===== src/rtl/alu_sequencer.sv =====
// Five-state instruction sequencer driving an external combinational ALU.
// Holds an 8-entry register file, a sticky negative flag and a valid/ready response port.
module alu_sequencer #(
  parameter int DATA_W = 19,
  parameter int OP_W   = 5
) (
  input  logic              clk,
  input  logic              rst,
  input  logic              in_valid,
  input  logic [DATA_W-1:0] in_instr,
  output logic              in_ready,
  output logic [DATA_W-1:0] alu_a,
  output logic [DATA_W-1:0] alu_b,
  output logic [OP_W-1:0]   alu_ctrl,
  input  logic [DATA_W-1:0] alu_result,
  input  logic              alu_negative,
  output logic              out_valid,
  input  logic              out_ready,
  output logic [DATA_W-1:0] out_result,
  output logic              out_negative,
  output logic              out_error,
  input  logic [2:0]        dbg_addr,
  output logic [DATA_W-1:0] dbg_data
);

  localparam logic [OP_W-1:0] OP_ALU_LAST = 5'd12;
  localparam logic [OP_W-1:0] OP_LDI      = 5'd31;

  typedef enum logic [2:0] {
    S_IDLE   = 3'd0,
    S_DECODE = 3'd1,
    S_EXEC   = 3'd2,
    S_WB     = 3'd3,
    S_RESP   = 3'd4
  } state_t;

  state_t            state_r;
  logic [DATA_W-1:0] instr_r;
  logic [DATA_W-1:0] rf_r [8];
  logic              n_r;
  logic [DATA_W-1:0] res_r;
  logic              neg_r;

  logic [OP_W-1:0]   opcode_s;
  logic [2:0]        rd_s;
  logic [2:0]        rs1_s;
  logic [2:0]        rs2_s;
  logic [10:0]       imm_s;
  logic              is_alu_s;
  logic              is_ldi_s;
  logic              wr_en_s;
  logic [DATA_W-1:0] wr_data_s;
  logic              wb_neg_s;
  logic              wb_err_s;

  function automatic logic is_alu_op(input logic [OP_W-1:0] op);
    return (op <= OP_ALU_LAST);
  endfunction

  // Instruction field extraction from the latched instruction.
  always_comb begin
    opcode_s = instr_r[18:14];
    rd_s     = instr_r[13:11];
    rs1_s    = instr_r[10:8];
    rs2_s    = instr_r[7:5];
    imm_s    = instr_r[10:0];
    is_alu_s = is_alu_op(opcode_s);
    is_ldi_s = (opcode_s == OP_LDI);
  end

  // Write-back value, flag and error selection for the current instruction.
  always_comb begin
    wr_en_s   = 1'b0;
    wr_data_s = {DATA_W{1'b0}};
    wb_neg_s  = n_r;
    wb_err_s  = 1'b0;
    if (is_alu_s) begin
      wr_en_s   = 1'b1;
      wr_data_s = res_r;
      wb_neg_s  = neg_r;
    end else if (is_ldi_s) begin
      wr_en_s   = 1'b1;
      wr_data_s = {{(DATA_W-11){1'b0}}, imm_s};
      wb_neg_s  = 1'b0;
    end else begin
      wb_err_s  = 1'b1;
    end
  end

  assign in_ready = (state_r == S_IDLE);
  assign dbg_data = (dbg_addr == 3'd0) ? {DATA_W{1'b0}} : rf_r[dbg_addr];

  // Sequencer FSM, register file and all registered outputs.
  always_ff @(posedge clk) begin
    if (rst) begin
      state_r      <= S_IDLE;
      instr_r      <= {DATA_W{1'b0}};
      n_r          <= 1'b0;
      res_r        <= {DATA_W{1'b0}};
      neg_r        <= 1'b0;
      alu_a        <= {DATA_W{1'b0}};
      alu_b        <= {DATA_W{1'b0}};
      alu_ctrl     <= {OP_W{1'b0}};
      out_valid    <= 1'b0;
      out_result   <= {DATA_W{1'b0}};
      out_negative <= 1'b0;
      out_error    <= 1'b0;
      for (int i = 0; i < 8; i++) begin
        rf_r[i] <= {DATA_W{1'b0}};
      end
    end else begin
      case (state_r)
        S_IDLE: begin
          if (in_valid) begin
            instr_r <= in_instr;
            state_r <= S_DECODE;
          end else begin
            state_r <= S_IDLE;
          end
        end
        S_DECODE: begin
          // Operands are read here, before any write-back, so rd==rs sees old data.
          if (is_alu_s) begin
            alu_a    <= rf_r[rs1_s];
            alu_b    <= rf_r[rs2_s];
            alu_ctrl <= opcode_s;
          end
          state_r <= S_EXEC;
        end
        S_EXEC: begin
          res_r   <= alu_result;
          neg_r   <= alu_negative;
          state_r <= S_WB;
        end
        S_WB: begin
          if (wr_en_s && (rd_s != 3'd0)) begin
            rf_r[rd_s] <= wr_data_s;
          end
          n_r          <= wb_neg_s;
          out_result   <= wr_data_s;
          out_negative <= wb_neg_s;
          out_error    <= wb_err_s;
          out_valid    <= 1'b1;
          state_r      <= S_RESP;
        end
        S_RESP: begin
          if (out_ready) begin
            out_valid <= 1'b0;
            state_r   <= S_IDLE;
          end else begin
            state_r   <= S_RESP;
          end
        end
        default: begin
          out_valid <= 1'b0;
          state_r   <= S_IDLE;
        end
      endcase
    end
  end

endmodule


===== config.mk =====
export PLATFORM = sky130hd
export DESIGN_NAME = alu_sequencer
export DESIGN_NICKNAME = d
export VERILOG_FILES = /design/src/rtl/alu_sequencer.sv
export SDC_FILE = /design/constraint.sdc
export NUM_CORES = 1
export LEC_CHECK = 0
export BUFFER_PORTS_ARGS = -buffer_cell sky130_fd_sc_hd__buf_2
export CORE_MARGIN = 2
export CORE_UTILIZATION = 45
export CTS_BUF_LIST = sky130_fd_sc_hd__clkbuf_8
export DETAILED_ROUTE_END_ITERATION = 6
export HOLD_SLACK_MARGIN = 0.02
export SLEW_MARGIN = 20
export SYNTH_ARGS = -nofsm -noshare
export SYNTH_HDL_FRONTEND = slang
export SYNTH_SLANG_ARGS = --single-unit

===== constraint.sdc =====
create_clock -name clk -period 2.4 [get_ports clk]
set_input_delay 0.36 -clock clk [delete_from_list [all_inputs] [get_ports clk]]
set_output_delay 0.36 -clock clk [all_outputs]
set_load 0.02 [all_outputs]

==> impl_results.md <==
- Status: complete, no violations
- Grt ovf: 0
- Tot GR Track Use: 24.8%
- Dpl cells: 1463
- Synth area leaders: edfxtp_1 (38%), dfxtp_1 (18%), mux4_2 (18%), nor2_1 (5.9%), nand2_1 (3.0%)
- Clock Path Buffers: 3
- Commonest cells post-synth: nor2_1 (191), edfxtp_1 (152), dfxtp_1 (107), nand2_1 (98), mux4_2 (95)
- Yosys cell types: 43
- RSZ-0062 raised after global routing: false
- Worst VDD drop: 0.395 mV
- Post-route DRC: 0
- Initial Util: 45.4%
- Crit Path Category: reg2out
- Clk slew on worst S/H paths: 0.06 ns
- Number of antenna-violating nets in the routed design: 0
- TritonCTS buffer count: 46
- Ratio of total power to cell area: 734 nW/um^2
- Reg2Reg Depth: 5
- Top Family by Delay on Critical Path: compound AO/OA/AOI/OAI gates
- DP Wirelength: 21.7 mm
- Clk sink count: 259
- Post-synth EDFFs: 152
- DR WL/cell: 22.2 microns
- Syn avg cell area: 12.0 sq um
- RD Place Congestion: 0.795
- Hold Buf Count CTS: 0
- Iter 0 DRT Violations: 896
- Synth top area share: 37.6%
- Number of max-cap violations: 0
- Worst path slowest cell: edfxtp_1
- TritonCTS clock tree: yes
- Clk root buf: clkbuf_8
- WP data required: 2.04 ns
- Diodes inserted: 0
- Layout cells sized above 1: 30.6%
- Die height: 168 microns
- Setup TNS Final: 0 ns
- Critical path startpoint: rf_r[3][13]
- Core area: 26700 sq um
- FILL cells: 2364
- Crit end category: output pin
- Most common cell in the netlist: nor2_1
- Worst Hold Class: in2reg
- FMAX: 449 MHz
- Worst-margin pin slew: 0.923 ns
- R2r setup slk: 0.38 ns
- Crit path max fanout: 3
- Seq/Total Area, Yosys: 55.2%
- Vias per inst: 5.86
- Worst reg2reg startpoint: instr_r[14]
- Synth Instances: 1011
- FF-to-FF End: rf_r[5][18]
- Sequential Area: 6710 sq um
- Nets: 1216
- P_leak: 5.20 nW
- First-pass GRT wire length: 53.5 mm
- FP Rows: 60
- Non-Filler Instances: 1547
- Hold Fails Final Rpt: 0
- Worst EP arrival: 1.87 ns
- DR pass1 iterations: 7
- Max incr delay on CP: 0.41 ns
- Vias in the first global route: 9036
- Port Buffers: 130
- Initial antenna violation count: 0
- Clock skew: 0.0156 ns
- Syn. warnings: 0
- Vias: 9073
- Synthesized area: 12100 sq um
- Clk Latency, worst-skew pair: 0.55 ns
- #FFs+latches synth: 259
- Leading area contributor after synthesis: edfxtp_1
- Stages on worst setup path: 4
- Die width: 168 microns
- Drt total wl: 34.4 mm
- Critical path startpoint category: register
- Crit path time final: 2.23 ns
- Crit path cell chain: mux2_2 -> a221oi_1 -> a21oi_1 -> buf_2
- Final period util: 92.8%
- Count of final setup violators: 0
- Multi-input gate area: 5050 sq um
- Slew HR: 38.5%
- Critical path buffers and inverters: 1
- Crit path to: dbg_data[13]
- Async SR Flop Fraction: 0%
- Area growth syn-to-layout: 18.2%
- Hold depth: 3
- Die area: 28300 sq um
- H-tree Lvls: 2
- Ys flop type: edfxtp_1
- Worst hold slack: 0.0470 ns
- Boundary pin count: 131
- Fin. max-slew vios: 0
- Largest net degree at the start of global routing: 71
## worst register-to-register path: cells and delay by family (launching register included)
kind            cells  cell delay, ns
simple gates        3            0.92
flops               1            0.34
buf+inv             1            0.34
compound gates      1            0.27
## cell usage in the layout, fill, tap and decap left out, types with 11 or more instances in the layout
cell      count
nand3_1      12
inv_1        36
mux4_2       95
nor2_1      189
mux2_2       19
a21oi_1      67
o22ai_1      38
buf_4        35
dfxtp_1     105
nor3_1       42
clkbuf_8     53
edfxtp_1    152
nand2_1      98
buf_2       129
a211oi_1     11
buf_12       17
a22oi_1      12
a221oi_1     18
conb_1       19
## worst min-delay path by stage
stage	start	end	slack, ns
after floorplan	instr_r[0]	instr_r[0]	0.44
final	alu_result[11]	res_r[11]	0.05
after global placement	out_result[18]	out_result[18]	0.44
after global routing	in_instr[15]	instr_r[15]	0.03
after CTS	alu_result[17]	res_r[17]	0.02
after detailed placement	out_result[12]	out_result[12]	0.45
## cell families (layout without fill, tap and decap cells)
group	count (synthesis)	in the layout	synth area share (%)
other cells	1	19	0.0309
xor+xnor	1	1	0.0721
buf+inv	106	283	3.88
flops	259	259	55.2
simple gates	373	373	13.2
mux	118	118	19.7
compound gates	153	153	7.89
## report_power, final
group / switching [mW] / internal, mW / total (mW)
logic: 0.936 / 0.687 / 1.62
clock network: 1.78 / 2.01 / 3.79
registers: 0.172 / 4.95 / 5.12
## flip-flops by register name, summed over array words and instances, names as in the netlist
signal      flops
alu_ctrl        5
neg_r           1
n_r             1
rf_r          152
state_r         3
instr_r        19
out_error       1
out_result     19
out_valid       1
alu_a          19
alu_b          19
res_r          19
## routing by layer
| layer | vias up | track usage [%] | part of all wire, % |
|---|---|---|---|
| li1 | 4079 | - | - |
| met3 | 70 | 6.11 | 11 |
| met1 | 4464 | 35.7 | 43 |
| met5 | - | 0 | 0 |
| met2 | 460 | 37.5 | 44 |
| met4 | 0 | 7.20 | 2.3 |
## what timing repair did
action,in CTS,in global routing
buffers inserted,0,0
gates resized for setup,0,1
setup endpoints to repair,0,14
## area by class of cell
type                       count  area share, %
clock buffer                  53           5.08
timing repair buffer         181           8.70
tap                          341           2.97
multi-input combinational    664           35.1
inverter                      18          0.471
sequential                   259           46.7
clock inverter                31          0.906
## stage by stage
step / instance area (sq um) / util, % / power (mW) / worst slack [ns]
2_1_floorplan: 12200 / - / 6.26 / 0.299
4_1_cts: 14400 / 53.7 / 10.6 / 0.140
6_report: 14400 / 53.7 / 10.5 / 0.173
3_5_place_dp: 13500 / 50.5 / 6.83 / 0.174
3_3_place_gp: 13500 / 50.5 / 6.81 / 0.292
5_1_grt: 14400 / 53.7 / 11.0 / 0.0855
Power figures use the tool's default switching activity.
